[src/rtl/vga_pattern_gen_pkg.sv]
// Shared definitions for the VGA test-pattern generator: pattern mode
// codes and the colour-bar lookup.
package vga_pattern_gen_pkg;

  // Pattern selection as presented on i_mode and held in the mode register.
  typedef enum logic [1:0] {
    MODE_BOX      = 2'd0,
    MODE_BARS     = 2'd1,
    MODE_CHECKER  = 2'd2,
    MODE_BOX_BARS = 2'd3
  } mode_e;

  localparam int NUM_BARS = 8;

  // Bar index to {R,G,B} on/off bits. Each bit is later widened so that a
  // channel is either all-zeros or all-ones.
  function automatic logic [2:0] barRgb(input logic [2:0] bar);
    logic [2:0] rgb;
    rgb = 3'b000;
    case (bar)
      3'd0: rgb = 3'b111;
      3'd1: rgb = 3'b110;
      3'd2: rgb = 3'b011;
      3'd3: rgb = 3'b010;
      3'd4: rgb = 3'b101;
      3'd5: rgb = 3'b100;
      3'd6: rgb = 3'b001;
      3'd7: rgb = 3'b000;
      default: rgb = 3'b000;
    endcase
    return rgb;
  endfunction

endpackage

[src/rtl/vga_box_mover.sv]
// Bouncing-box position tracker. The box moves by STEP pixels on both axes
// at every end-of-frame strobe, reverses direction when it would leave the
// active area, and is clamped to the edge it hit.
module vga_box_mover
  import vga_pattern_gen_pkg::*;
#(
  parameter int H_ACTIVE = 640,
  parameter int V_ACTIVE = 480,
  parameter int HW       = 10,
  parameter int VW       = 9,
  parameter int BOX_SIZE = 100,
  parameter int STEP     = 2,
  parameter int INIT_X   = 100,
  parameter int INIT_Y   = 100
) (
  input  logic          clk,
  input  logic          i_sclr,
  input  logic          i_eof,
  input  logic          i_pause,
  output logic [HW-1:0] o_boxX,
  output logic [VW-1:0] o_boxY
);

  // One extra bit on the comparisons so x+BOX_SIZE+STEP can never wrap.
  localparam int XW = HW + 1;
  localparam int YW = VW + 1;

  localparam logic [XW-1:0] X_REACH  = XW'(BOX_SIZE + STEP);
  localparam logic [XW-1:0] X_LIMIT  = XW'(H_ACTIVE);
  localparam logic [XW-1:0] X_STEPW  = XW'(STEP);
  localparam logic [HW-1:0] X_MAX    = HW'(H_ACTIVE - BOX_SIZE);
  localparam logic [HW-1:0] X_STEP   = HW'(STEP);
  localparam logic [HW-1:0] X_INIT   = HW'(INIT_X);

  localparam logic [YW-1:0] Y_REACH  = YW'(BOX_SIZE + STEP);
  localparam logic [YW-1:0] Y_LIMIT  = YW'(V_ACTIVE);
  localparam logic [YW-1:0] Y_STEPW  = YW'(STEP);
  localparam logic [VW-1:0] Y_MAX    = VW'(V_ACTIVE - BOX_SIZE);
  localparam logic [VW-1:0] Y_STEP   = VW'(STEP);
  localparam logic [VW-1:0] Y_INIT   = VW'(INIT_Y);

  logic [HW-1:0] r_boxX;
  logic [VW-1:0] r_boxY;
  logic          r_dxNeg;
  logic          r_dyNeg;

  logic [HW-1:0] w_nextX;
  logic [VW-1:0] w_nextY;
  logic          w_nextDxNeg;
  logic          w_nextDyNeg;
  logic [XW-1:0] w_xExt;
  logic [YW-1:0] w_yExt;

  assign w_xExt = {1'b0, r_boxX};
  assign w_yExt = {1'b0, r_boxY};

  // Horizontal step with bounce: clamp to the far edge or to zero and flip.
  always_comb begin
    w_nextX     = r_boxX;
    w_nextDxNeg = r_dxNeg;
    if (!r_dxNeg) begin
      if (w_xExt + X_REACH > X_LIMIT) begin
        w_nextX     = X_MAX;
        w_nextDxNeg = 1'b1;
      end else begin
        w_nextX = r_boxX + X_STEP;
      end
    end else begin
      if (w_xExt < X_STEPW) begin
        w_nextX     = '0;
        w_nextDxNeg = 1'b0;
      end else begin
        w_nextX = r_boxX - X_STEP;
      end
    end
  end

  // Vertical step, same rules against the active line count.
  always_comb begin
    w_nextY     = r_boxY;
    w_nextDyNeg = r_dyNeg;
    if (!r_dyNeg) begin
      if (w_yExt + Y_REACH > Y_LIMIT) begin
        w_nextY     = Y_MAX;
        w_nextDyNeg = 1'b1;
      end else begin
        w_nextY = r_boxY + Y_STEP;
      end
    end else begin
      if (w_yExt < Y_STEPW) begin
        w_nextY     = '0;
        w_nextDyNeg = 1'b0;
      end else begin
        w_nextY = r_boxY - Y_STEP;
      end
    end
  end

  // Position only changes at end of frame so a frame is never torn.
  always_ff @(posedge clk) begin
    if (i_sclr) begin
      r_boxX  <= X_INIT;
      r_boxY  <= Y_INIT;
      r_dxNeg <= 1'b0;
      r_dyNeg <= 1'b0;
    end else if (i_eof && !i_pause) begin
      r_boxX  <= w_nextX;
      r_boxY  <= w_nextY;
      r_dxNeg <= w_nextDxNeg;
      r_dyNeg <= w_nextDyNeg;
    end
  end

  assign o_boxX = r_boxX;
  assign o_boxY = r_boxY;

endmodule

[src/rtl/vga_pattern_gen.sv]
// VGA test-pattern generator: turns the timing chain's pixel coordinates
// into registered RGB for a bouncing box, colour bars, a checkerboard or
// the box drawn over the bars. Mode changes take effect at frame start.
module vga_pattern_gen
  import vga_pattern_gen_pkg::*;
#(
  parameter int              H_ACTIVE  = 640,
  parameter int              V_ACTIVE  = 480,
  parameter int              HW        = 10,
  parameter int              VW        = 9,
  parameter int              CW        = 4,
  parameter int              BOX_SIZE  = 100,
  parameter int              STEP      = 2,
  parameter int              INIT_X    = 100,
  parameter int              INIT_Y    = 100,
  parameter logic [3*CW-1:0] FG_COLOR  = 12'hF00,
  parameter logic [3*CW-1:0] BG_COLOR  = 12'h00F,
  parameter int              CHK_SHIFT = 5
) (
  input  logic          clk,
  input  logic          i_sclr,
  input  logic          i_px_clk,
  input  logic          i_haddr_en,
  input  logic          i_vaddr_en,
  input  logic [HW-1:0] i_hidx,
  input  logic [VW-1:0] i_vidx,
  input  logic [1:0]    i_mode,
  input  logic          i_pause,
  output logic          o_de,
  output logic [CW-1:0] o_vga_red,
  output logic [CW-1:0] o_vga_green,
  output logic [CW-1:0] o_vga_blue
);

  localparam int BAR_W = H_ACTIVE / NUM_BARS;
  localparam int CNTW  = (BAR_W > 1) ? $clog2(BAR_W) : 1;
  localparam int HW1   = HW + 1;
  localparam int VW1   = VW + 1;

  localparam logic [CNTW-1:0] BAR_LAST = CNTW'(BAR_W - 1);
  localparam logic [HW-1:0]   H_LAST   = HW'(H_ACTIVE - 1);
  localparam logic [VW-1:0]   V_LAST   = VW'(V_ACTIVE - 1);
  localparam logic [HW1-1:0]  BOX_W    = HW1'(BOX_SIZE);
  localparam logic [VW1-1:0]  BOX_H    = VW1'(BOX_SIZE);

  logic            w_act;
  logic            w_adv;
  logic            w_eof;
  logic [HW-1:0]   w_boxX;
  logic [VW-1:0]   w_boxY;
  logic [HW1-1:0]  w_hExt;
  logic [HW1-1:0]  w_boxXExt;
  logic [VW1-1:0]  w_vExt;
  logic [VW1-1:0]  w_boxYExt;
  logic            w_inBox;
  logic [CNTW-1:0] w_curCnt;
  logic [2:0]      w_curBar;
  logic [2:0]      w_barBits;
  logic [3*CW-1:0] w_barColor;
  logic            w_chkOdd;
  logic [3*CW-1:0] w_color;

  mode_e           r_mode;
  logic [CNTW-1:0] r_cnt;
  logic [2:0]      r_bar;
  logic            r_de;
  logic [3*CW-1:0] r_rgb;

  assign w_act = i_haddr_en & i_vaddr_en;
  assign w_adv = i_px_clk & w_act;
  assign w_eof = w_adv & (i_hidx == H_LAST) & (i_vidx == V_LAST);

  vga_box_mover #(
    .H_ACTIVE (H_ACTIVE),
    .V_ACTIVE (V_ACTIVE),
    .HW       (HW),
    .VW       (VW),
    .BOX_SIZE (BOX_SIZE),
    .STEP     (STEP),
    .INIT_X   (INIT_X),
    .INIT_Y   (INIT_Y)
  ) u_boxMover (
    .clk     (clk),
    .i_sclr  (i_sclr),
    .i_eof   (w_eof),
    .i_pause (i_pause),
    .o_boxX  (w_boxX),
    .o_boxY  (w_boxY)
  );

  // Half-open box test, widened so x+BOX_SIZE cannot wrap.
  assign w_hExt    = {1'b0, i_hidx};
  assign w_boxXExt = {1'b0, w_boxX};
  assign w_vExt    = {1'b0, i_vidx};
  assign w_boxYExt = {1'b0, w_boxY};
  assign w_inBox   = (w_hExt >= w_boxXExt) && (w_hExt < w_boxXExt + BOX_W) &&
                     (w_vExt >= w_boxYExt) && (w_vExt < w_boxYExt + BOX_H);

  // Column 0 restarts the bar walk so every line begins on bar 0.
  assign w_curCnt   = (i_hidx == '0) ? '0 : r_cnt;
  assign w_curBar   = (i_hidx == '0) ? 3'd0 : r_bar;
  assign w_barBits  = barRgb(w_curBar);
  assign w_barColor = {{CW{w_barBits[2]}}, {CW{w_barBits[1]}}, {CW{w_barBits[0]}}};

  assign w_chkOdd = i_hidx[CHK_SHIFT] ^ i_vidx[CHK_SHIFT];

  // Mode is latched at the last active pixel so it applies from the next (0,0).
  always_ff @(posedge clk) begin
    if (i_sclr) begin
      r_mode <= MODE_BOX;
    end else if (w_eof) begin
      r_mode <= mode_e'(i_mode);
    end
  end

  // Bar walk: count pixels within a bar, step to the next bar, saturate at the last.
  always_ff @(posedge clk) begin
    if (i_sclr) begin
      r_cnt <= '0;
      r_bar <= 3'd0;
    end else if (w_adv) begin
      if (w_curCnt == BAR_LAST) begin
        r_cnt <= '0;
        r_bar <= (w_curBar == 3'd7) ? 3'd7 : w_curBar + 3'd1;
      end else begin
        r_cnt <= w_curCnt + CNTW'(1);
        r_bar <= w_curBar;
      end
    end
  end

  // Colour selection for the pixel currently presented.
  always_comb begin
    w_color = BG_COLOR;
    case (r_mode)
      MODE_BOX:      w_color = w_inBox ? FG_COLOR : BG_COLOR;
      MODE_BARS:     w_color = w_barColor;
      MODE_CHECKER:  w_color = w_chkOdd ? BG_COLOR : FG_COLOR;
      MODE_BOX_BARS: w_color = w_inBox ? FG_COLOR : w_barColor;
      default:       w_color = BG_COLOR;
    endcase
  end

  // Single output stage; blanking forces black and holds while the pixel enable is low.
  always_ff @(posedge clk) begin
    if (i_sclr) begin
      r_de  <= 1'b0;
      r_rgb <= '0;
    end else if (i_px_clk) begin
      r_de  <= w_act;
      r_rgb <= w_act ? w_color : '0;
    end
  end

  assign o_de        = r_de;
  assign o_vga_red   = r_rgb[3*CW-1:2*CW];
  assign o_vga_green = r_rgb[2*CW-1:CW];
  assign o_vga_blue  = r_rgb[CW-1:0];

endmodule
[config.mk]
export PLATFORM = sky130hd
export DESIGN_NAME = vga_pattern_gen
export DESIGN_NICKNAME = d
export VERILOG_FILES = /design/src/rtl/vga_pattern_gen_pkg.sv /design/src/rtl/vga_box_mover.sv /design/src/rtl/vga_pattern_gen.sv
export SDC_FILE = /design/constraint.sdc
export NUM_CORES = 1
export LEC_CHECK = 0
export ABC_AREA = 1
export CORE_AREA = 5 5 105 107
export DETAILED_ROUTE_END_ITERATION = 8
export DIE_AREA = 0 0 110 112
export GPL_ROUTABILITY_DRIVEN = 0
export PLACE_DENSITY = 0.66
export RECOVER_POWER = 50
export SLEW_MARGIN = 40
export SYNTH_ARGS = -nofsm -noshare
export SYNTH_HDL_FRONTEND = slang
export SYNTH_SLANG_ARGS = --single-unit
[constraint.sdc]
create_clock -name clk -period 3.75 [get_ports clk]
set_input_delay 0.75 -clock clk [delete_from_list [all_inputs] [get_ports clk]]
set_output_delay 0.75 -clock clk [all_outputs]
set_load 0.1 [all_outputs]
; ---- Word level (Yosys, flattened, before mapping)
; Memory sizes are Yosys's and may differ from the RTL's.
; Cells that the tools add are included.
[totals]
regBits = 46
mem_bits_ro = 24
inputBits = 27
output_inout_bits = 13
wordCells = 69
n_memories = 1
[classes]
addsub = 10
n_lt_le_gt_ge = 8
eq_ne = 7
mux = 22
bitwise_logic = 5
n_reduce_logical = 7
[memory_table]
columns = name, words, width, read_ports, rd_ports_with_merged_regs, wr, line_no
row1 = (name not given), 8, 3, 1, 0, 0, vga_pattern_gen_pkg.sv:20  ; case (bar)
[ops]
columns = operator, count
row1 = 12-bit two-way mux, 4
row2 = 12-bit case mux with 4 select lines, 1
row3 = 10-bit two-way mux, 3
row4 = 9-bit two-way mux, 3
row5 = "10-bit by 7-bit adder with 11-bit output, second input constant", 2
row6 = "9-bit by 7-bit adder with 10-bit output, second input constant", 2
row7 = 7-bit two-way mux, 2
row8 = "11-bit by 10-bit greater-than comparator with 1-bit output, second input constant", 1
row9 = 10-bit by 11-bit < comparator with 1-bit output, 1
row10 = "10-bit by 2-bit adder with 10-bit output, second input constant", 1
row11 = "10-bit == test, second input constant", 1
row12 = 10-bit >= comparator, 1
row13 = "10-bit by 9-bit greater-than comparator with 1-bit output, second input constant", 1
row14 = 10-bit zero test, 1
row15 = "10-bit by 2-bit < comparator with 1-bit output, second input constant", 1
row16 = 9-bit by 10-bit < comparator with 1-bit output, 1
row17 = "10-bit by 2-bit subtractor with 10-bit output, second input constant", 1
row18 = "9-bit by 2-bit adder with 9-bit output, second input constant", 1
row19 = "9-bit == test, second input constant", 1
row20 = 9-bit >= comparator, 1
row21 = "9-bit by 2-bit < comparator with 1-bit output, second input constant", 1
row22 = 3-bit two-way mux, 3
row23 = "9-bit by 2-bit subtractor with 9-bit output, second input constant", 1
row24 = "7-bit by 1-bit adder with 7-bit output, second input constant", 1
row25 = other kinds (11), 23

; ---- Depth between registers and ports, before layout
; Gate-level depths: netlist of the first run.
[depth]
word_depth = 8
mapped_depth = 19

; ---- By module
; From an unflattened synthesis of the first run, not the netlist that was laid out.
[hier_totals]
cells_unflattened = 622
hier_area_um2 = 3930.0
[modules_own_cells]
columns = module, n_inst, cells_each, area_each_um2, seq_area_each_um2
row1 = vga_pattern_gen, 1, 354, 2260.9, 320.3
row2 = vga_box_mover, 1, 268, 1669.1, 380.4

; ---- Worst setup path before layout of the first run
; Ideal clock, no wire load.
[synth_timing]
path_kind = reg2reg
start = reg u_boxMover.r_boxX[3], in the netlist u_boxMover.o_boxX[3]
end = reg r_rgb[7]
setup_time_ps = 132
t_arrival_ps = 2126
required_ps = 3618
slack_ps = 1491
stages_incl_launch_ff = 15
period_less_slack_ps = 2259
cell_sequence = dfxtp_1 -> ha_1 -> nand2_1 -> nand2_4 -> nand2_1 -> xor2_1 -> ha_1 -> a21oi_1 -> nor2_1 -> o21ai_0 -> nand3_1 -> nor2_1 -> nand2_1 -> o21ai_0 -> a21oi_1
[synth_via]
elab_chain_len = 8
elab_cells_between_ends = 9
[synth_lines]
columns = item, line_no
row1 = from (decl), vga_box_mover.sv:42  ; logic [HW-1:0] r_boxX;
row2 = from (signal assigned), vga_box_mover.sv:107  ; r_boxX <= w_nextX;
row3 = 10-bit by 7-bit adder with 11-bit output, vga_pattern_gen.sv:96  ; assign w_inBox = (w_hExt >= w_boxXExt) && (w_hExt < w_boxXExt + BOX_W) &&
row4 = 10-bit by 11-bit < comparator with 1-bit output, vga_pattern_gen.sv:96
row5 = 1-bit logical AND (*) (2 in series), vga_pattern_gen.sv:96
row6 = 1-bit logical AND (*), vga_pattern_gen.sv:97  ; (w_vExt >= w_boxYExt) && (w_vExt < w_boxYExt + BOX_H);
row7 = 12-bit two-way mux (*), vga_pattern_gen.sv:139  ; MODE_BOX_BARS: w_color = w_inBox ? FG_COLOR : w_barColor;
row8 = 12-bit case mux with 4 select lines (*), vga_pattern_gen.sv:135  ; case (r_mode)
row9 = 12-bit two-way mux (*), vga_pattern_gen.sv:151  ; r_rgb <= w_act ? w_color : '0;
row10 = to (signal assigned), vga_pattern_gen.sv:151
row11 = to (decl), vga_pattern_gen.sv:67  ; logic [3*CW-1:0] r_rgb;
; Mark *: on every way between the ends. The rest lies on a longest branch, timed or not.
; A chain may end at the register's enable or synchronous reset.

; ---- Worst setup path after layout of the first run
[layout_timing]
start = in i_px_clk
end = reg u_boxMover.r_boxY[3], in the netlist u_boxMover.o_boxY[3]
[layout_via]
elab_chain_len = 4
[layout_lines]
columns = item, line_no
row1 = from (decl), vga_pattern_gen.sv:22  ; input logic i_px_clk,
row2 = 1-bit bitwise AND, vga_pattern_gen.sv:70  ; assign w_adv = i_px_clk & w_act;
row3 = 1-bit bitwise AND (2 in series), vga_pattern_gen.sv:71  ; assign w_eof = w_adv & (i_hidx == H_LAST) & (i_vidx == V_LAST);
row4 = 1-bit logical AND, vga_box_mover.sv:106  ; end else if (i_eof && !i_pause) begin
row5 = to (signal assigned), vga_box_mover.sv:108  ; r_boxY <= w_nextY;
row6 = to (decl), vga_box_mover.sv:43  ; logic [VW-1:0] r_boxY;
; No other way between the ends.

==> metrics.md, run 1 <==
| Metric | Value |
|---|---|
| Simple-gate share of the synthesized area | `33.5%` |
| Hold Buf Count CTS | `0` |
| Main combinational cell family by area after synthesis | `simple AND/OR/NAND/NOR gates` |
| Final Setup Violations | `0` |
| Status | `finished, final reports clean` |
| Antenna violation net count after detailed routing | `0` |
| Initial drt markers | `243` |
| Startpoint types | `input pin` |
| Layout Nets | `695` |
| Crit path capture type | `flop` |
| Worst-path cell chain | `clkdlybuf4s50_1 > nand3_2 > clkbuf_1 > inv_1 > nand4_1 > nor3_4 > nand3b_4 > inv_2 > nand4_2 > a21oi_1` |
| Fraction of synthesis flops using an asynchronous set or reset pin | `0%` |
| Power per cell area | `202 nW/um^2` |
| H-tree depth | `2` |
| Max_cap viols | `0` |
| CTS tree | `yes` |
| Core Area | `10,000 sq um` |
| Setup TNS | `0 ns` |
| Dpl cells | `751` |
| CP delay by family, top | `buffers and inverters` |
| First-pass GRT wire length | `15,800 um` |
| Worst vdd ir | `0.000169 V` |
| Clk slew on worst S/H paths | `0.09 ns` |
| Clock power share | `42.8%` |
| Final min period | `3.03 ns` |
| Hold slack | `0.466 ns` |
| Initial Util | `38.5%` |
| Placed Area | `4190 sq um` |
| Final HPWL DP | `7570 um` |
| Total number of vias | `3,836` |
| FF+latch count, synth | `35` |
| Most common cell after layout, fill and taps aside | `nand2_1` |
| Sw Ratio | `25.9%` |
| Post-Synth XOR/XNOR Area | `6.12%` |
| Ant. Diodes | `0` |
| Synthesized cell area | `3860 sq um` |
| RSZ-0062 raised after global routing | `false` |
| LEAKAGE | `0.00191 uW` |
| Proportion of layout cells with a drive suffix above 1 | `5.94%` |
| EDFF count, synth | `0` |
| Critical path buffer and inverter count | `4` |
| Slowest cell on the critical path | `clkdlybuf4s50_1` |
| Pre-antenna DRT Iters | `4` |
| Max Clock Skew | `0.0130 ns` |
| Row count | `37` |
| Die X-Extent | `110 um` |
| Syn Inst Count | `596` |
| Mapped Avg Cell Area | `6.48 sq um` |
| Post-route insts no fill | `759` |
| Ports | `40` |
| Sequential fraction of the synthesis area | `18.1%` |
| Total grt overflow | `0` |
| HP Start | `o_de` |
| Sequential share of power | `43.2%` |
| Hold WC Path Type | `flop to flop` |
| P&R area growth vs syn | `10.7%` |
| Largest net degree at the start of global routing | `23` |
| Clk root buf | `clkbuf_8` |
| YS warnings | `0` |
| Cell-internal power | `641 uW` |
| CTS-repair resized insts | `0` |
| CP Launch Point | `i_px_clk` |
| Worst Tran Pin Value | `1.17 ns` |
| Reg2Reg Launch Point | `u_boxMover.o_boxX[3]` |
| # DRC | `0` |
| F_max | `0.330 GHz` |
| Period Utilization, post-route | `80.9%` |
| Die area | `12,300 sq um` |
| Crit Path Max Fanout | `22` |
| CTS Sinks | `35` |
| Comb pwr share | `13.9%` |
| Relative slew slack | `22.2%` |
| Drt wl/cell | `12.4 um` |
| Number of I/O port buffers | `39` |
| Final hold vios | `0` |
| WP data required | `3.97 ns` |
| P_sw | `224 uW` |
| Chip height | `112 um` |
| Final Max Tran Viols | `0` |
| Post-Syn Nets | `669` |
| Post CTS Setup Buffer Count | `0` |
| WL final | `9390 um` |
| CTS buffer count | `5` |
| Vias/cell | `5.05` |
| Worst path max stage delay | `0.48 ns` |
| Worst-Skew Late Latency | `0.29 ns` |
| Distinct cells, synth | `45` |
| Antenna violations before repair | `0` |
| Complex-gate fraction of the synthesized area | `15.7%` |
| Main flop type after synthesis | `dfxtp_1` |
| WS Path Type | `input pin to flop` |
| Most frequent cells in the layout | `nand2_1 (139), inv_1 (63), a21oi_1 (62)` |
| CTS Buffer Depth | `2` |
| GRT Util Overall | `15.5%` |
| Post-synthesis mux area share | `0%` |
| Worst Path Arrival | `3.25 ns` |
| Synth Area in Adders | `14.9%` |
| Non-Filler Cell Area, Final | `4280 sq um` |
| Number of global-route vias before repair | `3,521` |
==> tightest hold or removal path: stages, from the launching register on <==
cell	delay, ns
dfxtp_1	0.32
nand2_1	0.06
a21oi_1	0.05
==> registers in the layout (all words and copies together) (netlist names) <==
register and cells:
r_bar 3, r_mode 2, u_boxMover.o_boxX 9, r_rgb 3, r_cnt 7, o_de 1
u_boxMover.r_dyNeg 1, u_boxMover.o_boxY 8, u_boxMover.r_dxNeg 1
==> cell families after synthesis <==
kind of cell | after synthesis
buffers and inverters | 93
AOI/OAI and AO/OA | 111
xor gates and xnor gates | 27
DFF | 35
adders and majority gates | 46
and+or+nand+nor | 284
==> through the flow <==
step	total power (uW)	worst slack [ns]	utilization (%)
floorplan	455	1.49	-
global placement	507	0.766	42.3
detailed placement	506	0.733	41.7
CTS	877	1.04	42.9
global route	905	0.490	42.6
finish	865	0.717	42.6
==> cells in the mapped netlist (3+ instances only) <==
cell type | number | area [sq um]
nor3_1 | 13 | 65.1
buf_4 | 10 | 75.1
dfxtp_1 | 35 | 701
nand2_2 | 5 | 31.3
nand3b_1 | 3 | 22.5
clkbuf_8 | 4 | 55.1
inv_2 | 7 | 26.3
clkbuf_1 | 3 | 11.3
nand3_1 | 32 | 160
nor2_2 | 6 | 37.5
o21ai_0 | 30 | 150
nor2_1 | 58 | 218
ha_1 | 46 | 576
nand2_1 | 139 | 522
nand4_1 | 14 | 87.6
xor2_1 | 25 | 219
inv_1 | 61 | 229
a21oi_1 | 61 | 305
clkinv_1 | 3 | 11.3
==> power groups by stage <==
stage | Combinational (uW) | Sequential [uW] | Clock, uW
finish | 121 | 374 | 370
global route | 135 | 374 | 395
CTS | 124 | 374 | 379
detailed placement | 123 | 383 | 0
global placement | 124 | 383 | 0
floorplan | 66.3 | 389 | 0
==> final timing paths <==
check	to	slack (ns)	cells past startpoint
setup / recovery	u_boxMover.o_boxY[3]	0.72	10
hold / removal	o_de	0.47	2
setup reg to reg	r_rgb[7]	1.15	14
hold reg to reg	o_de	0.47	2
==> per-layer routing <==
metal	vias up	GRT usage (%)	wire length (um)
met5	-	0	0
met4	0	4.32	141
met3	15	2.67	501
met2	88	25.1	4260
met1	1714	21.0	4490
li1	2019	-	-
==> cell type report <==
class	count	area, sq um
clock buffers	6	82.6
fillers	1082	5770
well taps	136	170
repair buffers	41	320
flip-flops and latches	35	701
multi-input cells	468	2700
clock inverters	2	38.8
inverters	71	267
(Power assumes the default switching activity.)
==> inputs of run 2 (changes only) <==
- clock period: 3.75 -> 3 ns (I/O delays scaled with it)
==> metrics.md, run 2 (synthesized netlist as in run 1, its figures left out) <==
| Metric | Value |
|---|---|
| CTS Buffer Depth | `2 (unchanged)` |
| Hold Path End | `r_cnt[1]` |
| Reg2Reg Depth | `14 (unchanged)` |
| Worst-path cell chain | `dlygate4sd3_1 > nor2_1 > nand3_1 > nor3_1 > nand3b_4 > inv_1 > clkbuf_1 > nand4_1 > a21oi_1` |
| Ports | `40 (unchanged)` |
| Max Clock Skew | `0.0127 ns (-0.000277 ns)` |
| CP delay by family, top | `buffers and inverters` |
| Worst Tran Pin Value | `1.17 ns (-0.00564 ns)` |
| CTS buffer count | `5 (unchanged)` |
| Number of global-route vias before repair | `3,668 (+4.2%)` |
| Final HPWL DP | `7800 um (+3.0%)` |
| Crit path capture type | `flop` |
| Final Max Tran Viols | `0 (unchanged)` |
| Clk slew on worst S/H paths | `0.09 ns (about the same)` |
| Core Area | `10,000 sq um (unchanged)` |
| First-pass GRT wire length | `16,600 um (+4.8%)` |
| Antenna violation net count after detailed routing | `0 (unchanged)` |
| Hold WC Path Type | `flop to flop` |
| Hold slack | `0.473 ns (+0.00714 ns)` |
| WL met1 | `4510 um (+0.40%)` |
| Startpoint types | `input pin` |
| Finished Core Util | `42.6% (about the same)` |
| Layout Nets | `698 (+0.43%)` |
| Final hold vios | `0 (unchanged)` |
| WS Path Type | `input pin to flop` |
| Worst Path Arrival | `3.00 ns (-0.25 ns)` |
| Most common cell after layout, fill and taps aside | `nand2_1` |
| WL final | `9930 um (+5.7%)` |
| Total number of vias | `3,899 (+1.6%)` |
| Power per cell area | `251 nW/um^2 (+24%)` |
| Largest net degree at the start of global routing | `22 (-4.3%)` |
| Clk root buf | `clkbuf_8` |
| Initial drt markers | `182 (-25%)` |
| Chip height | `112 um (unchanged)` |
| Critical path buffer and inverter count | `3 (-1)` |
| Met3 routed WL | `555 um (+11%)` |
| R2R setup slack | `0.37 ns (-0.78 ns)` |
| Most frequent cells in the layout | `nand2_1 (139), inv_1 (62), a21oi_1 (61)` |
| Worst-Skew Late Latency | `0.30 ns (about the same)` |
| Pre-antenna DRT Iters | `5 (+1)` |
| Relative slew slack | `22.6% (+0.37 points)` |
| Status | `finished, final reports clean` |
| Die X-Extent | `110 um (unchanged)` |
| Final Setup Violations | `0 (unchanged)` |
| F_max | `0.362 GHz` |
| HP Start | `r_cnt[1]` |
| Met2 routed WL | `4650 um (+9.2%)` |
| Ant. Diodes | `0 (unchanged)` |
| Drt wl/cell | `13.0 um (+5.3%)` |
| Overall power consumption | `1080 uW (+24%)` |
| Worst vdd ir | `0.000151 V (-11%)` |
| Initial Util | `38.5% (unchanged)` |
| Die area | `12,300 sq um (unchanged)` |
| Period Utilization, post-route | `92.0%` |
| Largest register FFs | `9 (unchanged)` |
| Crit Path Max Fanout | `9 (-59%)` |
| Vias/cell | `5.12 (+1.2%)` |
| GRT Util Overall | `16.3% (+0.80 points)` |
| CTS Sinks | `35 (unchanged)` |
| Max_cap viols | `0 (unchanged)` |
| Number of I/O port buffers | `39 (unchanged)` |
| WP data required | `3.24 ns (-0.73 ns)` |
| Row count | `37 (unchanged)` |
| Hold Buf Count CTS | `0 (unchanged)` |
| Final min period | `2.76 ns` |
| Worst path max stage delay | `0.67 ns (+0.19 ns)` |
| P&R area growth vs syn | `10.7% (about the same)` |
| Antenna violations before repair | `0 (unchanged)` |
| Proportion of layout cells with a drive suffix above 1 | `6.55% (+0.61 points)` |
| Total grt overflow | `0 (unchanged)` |
| Setup TNS | `0 ns (unchanged)` |
| Highest routed layer | `met4` |
| RR Endpoint | `r_rgb[7]` |
| LEAKAGE | `0.00190 uW (-0.39%)` |
| Depth of the worst hold-timing path | `2 (unchanged)` |
| RSZ-0062 raised after global routing | `false` |
| # DRC | `0 (unchanged)` |
| CTS tree | `yes` |
| H-tree depth | `2 (unchanged)` |
| Reg2Reg Launch Point | `u_boxMover.o_boxX[3]` |
| Slowest cell on the critical path | `dlygate4sd3_1` |
-- run 2: changes by cell type in the layout (fill, tap and decap cells not counted), sizes merged --
cell    before  now
inv         69   68
buf          1    2
clkinv       3    5
clkbuf      20   21
-- run 2: stage by stage --
| step | instances | instance area, sq um | setup slack, ns |
|---|---|---|---|
| after floorplan | 596 | 3860 | 0.741 |
| after global placement | 754 | 4260 | 0.247 |
| after detailed placement | 754 | 4260 | 0.165 |
| after CTS | 762 | 4370 | 0.357 |
| after global routing | 762 | 4280 | 0.0495 |
| final | 762 | 4280 | 0.239 |
-- run 2: timing repair --
item | 4_1_cts | 5_1_grt
endpoints found under the setup margin | 0 | 1
buffers inserted | 0 | 0
gates resized for setup | 0 | 1
-- run 2: layout make-up --
class	instances	area [sq um]
Timing Repair Buffer	44	337
Tap cell	136	170
Sequential cell	35	701
Fill cell	1095	5770
Inverter	71	267
Clock buffer	5	68.8
Clock inverter	3	43.8
Multi-Input combinational cell	468	2690
-- run 2: report_power, final --
part	switching [uW]	internal (uW)
Sequential	1.41	466
Clock	207	248
Combinational	91.0	62.7
-- run 2: worst max-delay path by stage --
stage / start / endpoint / slack [ns] / cells after the start
floorplan: u_boxMover.o_boxX[3] / r_rgb[7] / 0.74 / 14
global placement: i_hidx[5] / r_cnt[6] / 0.25 / 13
detailed placement: i_hidx[5] / r_cnt[3] / 0.17 / 13
CTS: u_boxMover.o_boxX[3] / r_rgb[7] / 0.36 / 14
global route: u_boxMover.o_boxX[3] / r_rgb[7] / 0.05 / 14
finish: i_vidx[5] / u_boxMover.r_dxNeg / 0.24 / 9
-- run 2: worst register-to-register path: cells and delay by family, from the launching register on --
kind | cells | cell delay, ns
flip-flops | 1 | 0.49
AO/OA/AOI/OAI | 4 | 0.57
adder cells (fa/ha/maj) | 2 | 0.62
AND/OR/NAND/NOR | 7 | 0.70
XOR/XNOR | 1 | 0.16
-- run 2: routing by layer --
layer	track usage, %	vias to the layer above
met4	5.15	0
li1	-	2020
met2	27.1	101
met1	21.2	1756
met5	0	-
met3	2.78	22
==> inputs of run 3 (changes only) <==
- CAP_MARGIN: not set -> 25
- CELL_PAD_IN_SITES_DETAIL_PLACEMENT: not set -> 0
- CELL_PAD_IN_SITES_GLOBAL_PLACEMENT: not set -> 2
- CORE_AREA: 5 5 105 107 -> 5 5 116 118
- DIE_AREA: 0 0 110 112 -> 0 0 121 123
- PLACE_DENSITY: 0.66 -> 0.89
==> metrics.md, run 3 (synthesized netlist as in run 1, its figures left out) <==
| Metric | Value |
|---|---|
| Status | `finished, final reports clean` |
| Ant. Diodes | `0 (unchanged)` |
| Finished Core Util | `35.2% (-7.4 points)` |
| WS Path Type | `input pin to flop` |
| P&R area growth vs syn | `12.8%` |
| WP data required | `3.22 ns (-0.02 ns)` |
| Worst Tran Pin Value | `1.17 ns (+0.00481 ns)` |
| Crit Path Max Fanout | `17 (+8)` |
| Worst vdd ir | `0.000182 V (+20%)` |
| GRT Util Overall | `14.6% (-1.8 points)` |
| Antenna violations before repair | `0 (unchanged)` |
| Relative slew slack | `22.3% (-0.32 points)` |
| Cell-internal power | `837 uW (+7.7%)` |
| CTS tree | `yes` |
| Setup TNS | `0 ns (unchanged)` |
| Die area | `14,900 sq um (+21%)` |
| Final HPWL DP | `8460 um (+8.4%)` |
| LEAKAGE | `0.00192 uW (+0.85%)` |
| Die X-Extent | `121 um (+10%)` |
| CP Launch Point | `i_px_clk` |
| Final Max Tran Viols | `0 (unchanged)` |
| Final hold vios | `0 (unchanged)` |
| Largest register FFs | `9 (unchanged)` |
| Placed Area | `4290 sq um (+0.76%)` |
| Post-route insts no fill | `798 (+4.7%)` |
| Multi-input logic area | `2700 sq um (about the same)` |
| RSZ-0062 raised after global routing | `false` |
| Number of I/O port buffers | `39 (unchanged)` |
| Max Clock Skew | `0.00447 ns (-0.00825 ns)` |
| Sw Ratio | `26.2% (-1.6 points)` |
| Crit path capture type | `flop` |
| Initial drt markers | `405 (+120%)` |
| Largest net degree at the start of global routing | `22 (unchanged)` |
| Number of global-route vias before repair | `3,561 (-2.9%)` |
| F_max | `0.378 GHz (+4.3%)` |
| CTS-repair resized insts | `0 (unchanged)` |
| Reg2Reg Launch Point | `u_boxMover.o_boxX[2]` |
| Pre-antenna DRT Iters | `5 (unchanged)` |
| Final Setup Violations | `0 (unchanged)` |
| Period Utilization, post-route | `88.2% (-3.8 points)` |
| Final min period | `2.65 ns (-0.115 ns)` |
| WL final | `10,700 um (+7.5%)` |
| Post CTS Setup Buffer Count | `0 (unchanged)` |
| Worst-Skew Late Latency | `0.28 ns (-0.02 ns)` |
| CTS buffer count | `5 (unchanged)` |
| Core Area | `12,400 sq um (+23%)` |
| Most frequent cells in the layout | `nand2_1 (139), inv_1 (62), a21oi_1 (61)` |
| Power per cell area | `260 nW/um^2 (+3.5%)` |
| Critical Path End | `u_boxMover.o_boxY[4]` |
| Ports | `40 (unchanged)` |
| Layout Nets | `698 (unchanged)` |
| Total number of vias | `3,803 (-2.5%)` |
| H-tree depth | `2 (unchanged)` |
| Total grt overflow | `0 (unchanged)` |
| Pre-CTS setup slack | `0.199 ns (+0.0335 ns)` |
| First-pass GRT wire length | `17,600 um (+6.1%)` |
| Comb pwr share | `13.5% (-0.8 points)` |
| P_sw | `298 uW (-0.68%)` |
| Non-Filler Cell Area, Final | `4360 sq um (+1.8%)` |
| Proportion of layout cells with a drive suffix above 1 | `6.39% (-0.16 points)` |
| Drt wl/cell | `13.4 um (+2.6%)` |
| R2R setup slack | `0.43 ns (+0.06 ns)` |
| Row count | `41 (+11%)` |
| Final worst slack | `0.354 ns (+0.115 ns)` |
| Max_cap viols | `0 (unchanged)` |
| Reg2Reg Depth | `16 (+2)` |
| Hold WC Path Type | `flop to flop` |
| RR Endpoint | `r_rgb[7]` |
| Clock power share | `45.2% (+2.9 points)` |
| Most common cell after layout, fill and taps aside | `nand2_1` |
| Antenna violation net count after detailed routing | `0 (unchanged)` |
| Dpl cells | `790 (+4.8%)` |
| Hold Buf Count CTS | `0 (unchanged)` |
| Clk root buf | `clkbuf_16` |
| Vias/cell | `4.77 (-6.9%)` |
| Reg area | `701 sq um (unchanged)` |
| Clk slew on worst S/H paths | `0.06 ns (-0.03 ns)` |
| CTS Sinks | `35 (unchanged)` |
| Chip height | `123 um (+9.8%)` |
| # fillers | `1,337 (+22%)` |
| Worst Path Arrival | `2.86 ns (-0.14 ns)` |
| CTS Buffer Depth | `2 (unchanged)` |
| Initial Util | `31.3% (-7.2 points)` |
| # DRC | `0 (unchanged)` |
| Sequential share of power | `41.3% (-2.1 points)` |
| Startpoint types | `input pin` |
-- run 3: worst min path at each step --
| stage | depth (start not counted) | from | to |
|---|---|---|---|
| global placement | 2 | r_cnt[1] | r_cnt[1] |
| finish | 2 | r_bar[1] | r_bar[1] |
| detailed placement | 2 | r_bar[1] | r_bar[1] |
| global route | 2 | r_cnt[1] | r_cnt[1] |
| floorplan | 2 | r_bar[2] | r_bar[2] |
| CTS | 2 | r_bar[1] | r_bar[1] |
-- run 3: final cells by class --
type / instances / share of cell area, %
Sequential cell: 35 / 16.1
Timing Repair Buffer: 44 / 7.87
Clock inverter: 1 / 0.115
Multi-Input combinational cell: 468 / 61.8
Tap cell: 172 / 4.94
Clock buffer: 7 / 3.04
Inverter: 71 / 6.12
-- run 3: worst max-delay path, cell delays in order --
cell	delay (ns)
dlygate4sd3_1	0.56
nand3_1	0.11
inv_1	0.22
nand4_2	0.11
nor3_1	0.41
nand3b_4	0.15
inv_2	0.28
nand4_2	0.25
a21oi_1	0.18
-- run 3: through the flow --
| stage | hold WS [ns] | total power [uW] |
|---|---|---|
| after floorplan | 0.444 | 569 |
| after global placement | 0.454 | 637 |
| after detailed placement | 0.463 | 638 |
| after CTS | 0.471 | 1160 |
| after global routing | 0.495 | 1190 |
| final | 0.468 | 1130 |
-- run 3: power groups by stage --
stage | clock [uW] | sequential (uW) | combinational (uW)
5_1_grt | 548 | 468 | 172
3_3_place_gp | 0 | 478 | 159
2_1_floorplan | 0 | 486 | 82.9
3_5_place_dp | 0 | 478 | 159
4_1_cts | 529 | 468 | 160
6_report | 513 | 468 | 153
-- run 3: per-layer routing --
metal	up-vias	wire length, um	track usage, %
met2	81	4500	22.4
met5	-	0	0
met4	0	112	3.75
met3	6	491	1.97
li1	2020	-	-
met1	1696	5570	21.4
